**src/rtl/blink_stream_shim.sv**
```systemverilog
// rtl/blink_stream_shim.sv - word-serial load/drain shim around the registered Blink cipher wrapper
module blink_stream_shim #(
    parameter int W   = 32,
    parameter int N   = 128,
    parameter int TW  = 256,
    parameter int KW  = 1024,
    parameter int LAT = 2
) (
    input  logic          clk,
    input  logic          rst,
    input  logic          in_valid,
    output logic          in_ready,
    input  logic [1:0]    in_sel,
    input  logic [W-1:0]  in_data,
    output logic          enc,
    output logic [KW-1:0] K0,
    output logic [TW-1:0] T,
    output logic [N-1:0]  P,
    input  logic [N-1:0]  C_in,
    output logic          out_valid,
    input  logic          out_ready,
    output logic [W-1:0]  out_data,
    output logic          out_last,
    output logic          busy,
    output logic          err
);

    localparam int KWORDS = KW / W;
    localparam int TWORDS = TW / W;
    localparam int NWORDS = N / W;
    localparam int KCW    = $clog2(KWORDS + 1);
    localparam int TCW    = $clog2(TWORDS + 1);
    localparam int PCW    = $clog2(NWORDS + 1);
    localparam int WCW    = $clog2(LAT + 1);

    localparam logic [KCW-1:0] KFULL = KCW'(KWORDS);
    localparam logic [TCW-1:0] TFULL = TCW'(TWORDS);
    localparam logic [PCW-1:0] PFULL = PCW'(NWORDS);
    localparam logic [PCW-1:0] OLAST = PCW'(NWORDS - 1);

    localparam logic [1:0] S_IDLE  = 2'd0;
    localparam logic [1:0] S_WAIT  = 2'd1;
    localparam logic [1:0] S_DRAIN = 2'd2;

    logic [1:0]     state;
    logic [KW-1:0]  kbuf;
    logic [TW-1:0]  tbuf;
    logic [N-1:0]   pbuf;
    logic [N-1:0]   obuf;
    logic [KCW-1:0] kcnt;
    logic [TCW-1:0] tcnt;
    logic [PCW-1:0] pcnt;
    logic [PCW-1:0] ocnt;
    logic [WCW-1:0] wcnt;
    logic           all_full;

    assign all_full  = (kcnt == KFULL) && (tcnt == TFULL) && (pcnt == PFULL);
    assign in_ready  = (state == S_IDLE);
    assign busy      = (state != S_IDLE);
    assign out_valid = (state == S_DRAIN);
    assign out_last  = (state == S_DRAIN) && (ocnt == OLAST);
    assign out_data  = obuf[W-1:0];
    assign K0        = kbuf;
    assign T         = tbuf;
    assign P         = pbuf;

    always_ff @(posedge clk or negedge rst) begin
        if (!rst) begin
            state <= S_IDLE;
            kbuf  <= '0;
            tbuf  <= '0;
            pbuf  <= '0;
            obuf  <= '0;
            kcnt  <= '0;
            tcnt  <= '0;
            pcnt  <= '0;
            ocnt  <= '0;
            wcnt  <= '0;
            enc   <= 1'b0;
            err   <= 1'b0;
        end else begin
            err <= 1'b0;
            case (state)
                S_IDLE: begin
                    if (in_valid) begin
                        // Shift-in from the top so word 0 ends up in the low bits once full
                        case (in_sel)
                            2'd0: begin
                                kbuf <= {in_data, kbuf[KW-1:W]};
                                if (kcnt != KFULL) kcnt <= kcnt + KCW'(1);
                            end
                            2'd1: begin
                                tbuf <= {in_data, tbuf[TW-1:W]};
                                if (tcnt != TFULL) tcnt <= tcnt + TCW'(1);
                            end
                            2'd2: begin
                                pbuf <= {in_data, pbuf[N-1:W]};
                                if (pcnt != PFULL) pcnt <= pcnt + PCW'(1);
                            end
                            default: begin
                                if (all_full) begin
                                    enc   <= in_data[0];
                                    wcnt  <= WCW'(LAT);
                                    pcnt  <= '0;
                                    state <= S_WAIT;
                                end else begin
                                    err <= 1'b1;
                                end
                            end
                        endcase
                    end
                end
                S_WAIT: begin
                    if (wcnt == '0) begin
                        obuf  <= C_in;
                        ocnt  <= '0;
                        state <= S_DRAIN;
                    end else begin
                        wcnt <= wcnt - WCW'(1);
                    end
                end
                S_DRAIN: begin
                    if (out_ready) begin
                        obuf <= {{W{1'b0}}, obuf[N-1:W]};
                        if (ocnt == OLAST) begin
                            ocnt  <= '0;
                            state <= S_IDLE;
                        end else begin
                            ocnt <= ocnt + PCW'(1);
                        end
                    end
                end
                default: state <= S_IDLE;
            endcase
        end
    end

endmodule

```
**config.mk**
```make
export PLATFORM = sky130hd
export DESIGN_NAME = blink_stream_shim
export DESIGN_NICKNAME = d
export VERILOG_FILES = /design/src/rtl/blink_stream_shim.sv
export SDC_FILE = /design/constraint.sdc
export NUM_CORES = 2
export LEC_CHECK = 0
export ABC_CLOCK_PERIOD_IN_PS = 2400
export CORE_AREA = 2 2 622 624
export DETAILED_ROUTE_END_ITERATION = 6
export DIE_AREA = 0 0 624 626
export DONT_BUFFER_PORTS = 1
export HOLD_SLACK_MARGIN = 0.03
export PLACE_DENSITY = 0.3
export SLEW_MARGIN = 15
export SYNTH_ARGS = -nofsm -noshare
export SYNTH_HDL_FRONTEND = slang
export SYNTH_SLANG_ARGS = --single-unit
```
**constraint.sdc**
```tcl
create_clock -name clk -period 2.4 [get_ports clk]
set_input_delay 0.48 -clock clk [delete_from_list [all_inputs] [get_ports clk]]
set_output_delay 0.48 -clock clk [all_outputs]
set_load 0.05 [all_outputs]
```
Yosys cells after proc, flatten, opt, wreduce, memory -nomap -nowiden. Index checks and enable logic that the tools add are counted.

Bits in registers: 1558. Bits of input ports: 166. Output and inout bits: 1446.

Add/sub/neg operators: 5. Eq/ne operators: 19. Mux-type cells: 26. Bitwise gates (word level): 2. Reduce and logical (&&, ||, !) cells: 22.

Operators by type and width (count): 128-bit two-way mux (2); 128-bit one-hot mux with 2 select lines (1); 2-bit two-way mux (10); 3-bit two-way mux (5); 3-bit one-hot mux with 2 select lines (2); 3-bit AND reduction (4); 4-bit AND reduction (3); 2-bit != test (second input constant) (5); 5-bit AND reduction (2); 2-bit nonzero test (4); 3-bit by 1-bit adder with 3-bit output (second input constant) (2); 6-bit by 1-bit adder with 6-bit output (second input constant) (1); 6-bit == test (second input constant) (1); 2-bit zero test (3); 2-bit by 1-bit != test with 1-bit output (second input constant) (3); 6-bit != test (second input constant) (1); 2-bit one-hot mux with 3 select lines (1); 6-bit AND reduction (1); 4-bit by 1-bit adder with 4-bit output (second input constant) (1); 2-bit by 1-bit == test with 1-bit output (second input constant) (2); 2-bit == test (second input constant) (2); 4-bit == test (second input constant) (1); 1-bit two-way mux (4); 4-bit != test (second input constant) (1); other kinds (9) (12).

Logic depth before layout (Yosys ltp).
Depth in word-level cells: 7. Mapped depth: 10.

Worst setup path before layout. OpenSTA, ideal clock, no wires.

Path type: reg-to-output. From: register state[0]. To: output port out_last. Arrival time: 1951 ps. Required time: 1920 ps. Slack: -31 ps. Cell stages (with the launch flop): 7. Path buffers: 3. Path through: dfrtp_1 > nand2b_1 > buf_2 > inv_2 > buf_2 > buf_2 > and2_1.

Longest elaborated chain between the ends: 2.

Ends and longest elaborated chain: start: declaration (line 45) `logic [1:0] state;`; start signal: assignment (line 69) `state <= S_IDLE;`; start signal: assignment (line 105) `state <= S_WAIT;`; start signal: assignment (line 117) `state <= S_DRAIN;`; 2-bit == test; net out_valid (line 20) `output logic out_valid,`; 1-bit logical AND (line 61) `assign out_last = (state == S_DRAIN) && (ocnt == OLAST);`; end: declaration (line 23) `output logic out_last,`.

The timed path passes the listed nets, and every way through them passes these cells.

Worst setup path after layout.
From: register state[0]. To: register kbuf[784] (netlist: K0[784]).

Longest elaborated chain between the ends: 2.

Ends and longest elaborated chain: 2-bit zero test (line 83) `case (state)`; 3-bit AND reduction (no line); end signal: assignment (line 89) `kbuf <= {in_data, kbuf[KW-1:W]};`; end: declaration (line 46) `logic [KW-1:0] kbuf;`.

No other way between the ends. A chain may end at the register's enable or synchronous reset.

==> summary.txt <==
Worst setup path
  • Kind of critical path: reg2reg
  • Startpoint types: register
  • Top delay family on crit path: buffers and inverters
  • Critical path required time: 3130 ps
  • CP cell instances: buf_4 -> or4b_4 -> nor2_4 -> buf_12 -> buf_6 -> clkbuf_16 -> buf_4 -> mux2_1
  • Largest stage delay on the critical path: 540 ps
  • CP endpoint kind: register
  • Buf+Inv Stages, Crit Path: 5
  • Crit Path Max Fanout: 12
  • Critical path's most frequent cell: buf_4
  • Critical-path top delay cell: or4b_4
  • Worst path arrival time: 3110 ps

CTS
  • CTS sink count: 1558
  • Worst skew pair latency: 920 ps
  • Root buf cell: clkbuf_16
  • CTS Buf Count: 200
  • CTS tree: built
  • Maximum root-to-sink buffer count: 4
  • Worst-path clk slew: 60 ps
  • H-tree levels: 4

Global route
  • Met2 usage: 24.44%
  • Vias in the first global route: 36650
  • GR Layer Usage met1: 13.80%
  • Met3 Use GR: 5.963%
  • Largest net degree at the start of global routing: 87
  • First-pass GRT wire length: 361.4 mm
  • Antenna violations before repair: 57
  • All-Layer GR Usage: 13.38%
  • GR peak layer: met2
  • GRT Residual Overflow: 0

Synthesis
  • EDFF count, synth: 0
  • Syn_area_per_cell: 14.39 um^2
  • Flops & latches, synth: 1558
  • Syn Inst Count: 4143
  • Post-synth top area share: 65.39%
  • Ys flop type: dfrtp_1
  • Synth top area cells: dfrtp_1, mux2_1, nand2_1
  • Mapped Nets: 4317
  • Yosys cell types: 48
  • Most common cell in the netlist: dfrtp_1
  • Syn. warnings: 0
  • Synth Cell Area: 59630 um^2
  • Async S/R FF share, synth: 100.0%
  • Post-synthesis sequential area ratio: 65.39%
  • Cell type with the highest aggregate area in the netlist: dfrtp_1
  • Top post-synthesis cells by count: dfrtp_1, mux2_1, nand2_1

Timing
  • Fmax: 420.3 MHz
  • Setup ws final: 20.53 ps
  • Max-slew violation count: 0
  • Fin crit period: 2379 ps
  • Count of final hold-check violations: 0
  • Fin crit share: 99.14%
  • Slew @ Worst Pin: 916.6 ps
  • Clock skew: 115.4 ps
  • Final Setup Violations: 0
  • Slew HR: 38.89%
  • RSZ-0062 raised after global routing: yes

Routing
  • Drt initial violations: 1812
  • Antenna-violating nets left: 0
  • Vias: 35180
  • Via density: 3.596
  • Routed WL per cell: 27.86 um
  • DRC Markers: 0
  • Post-Route WL: 272.5 mm
  • TritonRoute pass-1 iters: 7

Cells and area
  • Area growth syn-to-layout: 27.50%
  • Layout cells sized above 1: 18.74%
  • # fillers: 41270
  • Final net count: 4725

Power
  • Cell area power density: 1139 nW/um^2
  • Max rail drop VDD: 0.0006964 V
  • Total power: 86.60 mW
  • Leakage power: 36.47 nW

Floorplanning
  • Die Span Y: 626 um
  • Num rows: 228
  • Die area: 390600 um^2
  • Die W: 624 um
  • Starting density of the core: 15.52%
  • Floorplan core area: 384300 um^2
  • Ports: 1612

Place
  • Gpl congestion: 0.8727
  • Port buffer count: 0
  • Place WS: 15.71 ps
  • Dpl hpwl: 217.2 mm

Hold path
  • Hold Crit Class: in2reg

Status
  • Run status: complete, no violations

Flow run
  • Total of max-cap violations: 0
worst paths after layout:
kind	startpoint	endpoint	slack (ps)	cells past startpoint
setup / recovery	state[0]$_DFFE_PN0P_	K0[784]$_DFFE_PN0P_	20	8
hold / removal	in_valid	pcnt[0]$_DFFE_PN0P_	170	3
setup reg to reg	state[0]$_DFFE_PN0P_	K0[784]$_DFFE_PN0P_	20	8
hold reg to reg	wcnt[0]$_DFFE_PN0P_	wcnt[0]$_DFFE_PN0P_	470	1
max in group asynchronous	rst	K0[721]$_DFFE_PN0P_	1060	4
min in group asynchronous	rst	obuf[117]$_DFFE_PN0P_	260	2
per-layer routing:
layer	vias up	part of all wire (%)
met5	-	0.021
met4	8	2.6
met3	332	10
met2	1307	53
met1	18500	35
li1	15030	-
placed cells by master (no fill, tap or decap), types with 41 or more instances in the layout:
| cell type | n |
|---|---|
| clkbuf_8 | 41 |
| mux2_1 | 888 |
| buf_12 | 81 |
| dlygate4sd3_1 | 180 |
| o21ai_0 | 89 |
| clkbuf_1 | 56 |
| clkbuf_16 | 210 |
| buf_4 | 167 |
| dfrtp_1 | 1544 |
| mux2_2 | 244 |
| nand2_1 | 871 |
| mux2i_1 | 96 |
area by class of cell:
type                    count  area, um^2  area share, %
well taps                5060        6331          8.328
diodes                     22       55.05        0.07241
repair buffers            464        5339          7.022
flip-flops and latches   1558       39000          51.31
clock inverters            53       735.7         0.9677
multi-input cells        2317       18680          24.57
clock buffers             299        5829          7.668
inverters                  10       47.55        0.06254
logic make-up (layout without fill, tap and decap cells):
group                      count (synthesis)  count (layout)  share of synthesized area [%]
AOI/OAI and AO/OA                        144             144                          1.454
xor gates and xnor gates                   6               6                         0.1007
adders and majority gates                  8               8                         0.1679
buffers and inverters                    268             826                          3.527
DFF                                     1558            1558                          65.39
muxes                                   1253            1253                          23.46
other                                      0              22                              0
and+or+nand+nor                          906             906                          5.903
state kept, by name (all words and copies together), names as in the netlist:
register and cells:
T 256, kcnt 6, K0 1024, err 1
state 2, wcnt 2, tcnt 4, pcnt 3
obuf 128, enc 1, ocnt 3, P 128
tightest hold or removal path, cell delays in order:
cell and delay (ps):
nand4bb_1 230, a21o_1 140, a21o_1 110
power breakdown:
part | internal (mW) | leakage [nW] | total [mW] | switching, mW
clock network | 17.9 | 3.21 | 30.4 | 12.6
logic | 3.25 | 12.4 | 5.95 | 2.70
registers | 29.8 | 20.9 | 50.2 | 20.5
total | 50.9 | 36.5 | 86.6 | 35.7
per-stage QoR:
| step | hold slack (ps) | setup TNS (ps) | cell area [um^2] | instances | utilization, % |
|---|---|---|---|---|---|
| 2_1_floorplan | 184.4 | 0 | 59630 | 4143 | - |
| 3_3_place_gp | 457.6 | 0 | 66900 | 9193 | 17.41 |
| 4_1_cts | 60.01 | -132.1 | 75430 | 9733 | 19.63 |
| 3_5_place_dp | 458.6 | 0 | 66900 | 9193 | 17.41 |
| 5_1_grt | 132.6 | -12670 | 75980 | 9765 | 19.77 |
| 6_report | 172.7 | 0 | 76030 | 9783 | 19.78 |
what timing repair did:
item | in CTS | in global routing
endpoints found under the setup margin | 16 | 543
hold buffers | 180 | 0
gates resized for setup | 35 | 47
pin swaps | 2 | 3
buffers inserted | 8 | 20
endpoints found under the hold margin | 850 | 0
cloned | 0 | 8
(Power assumes the default switching activity.)
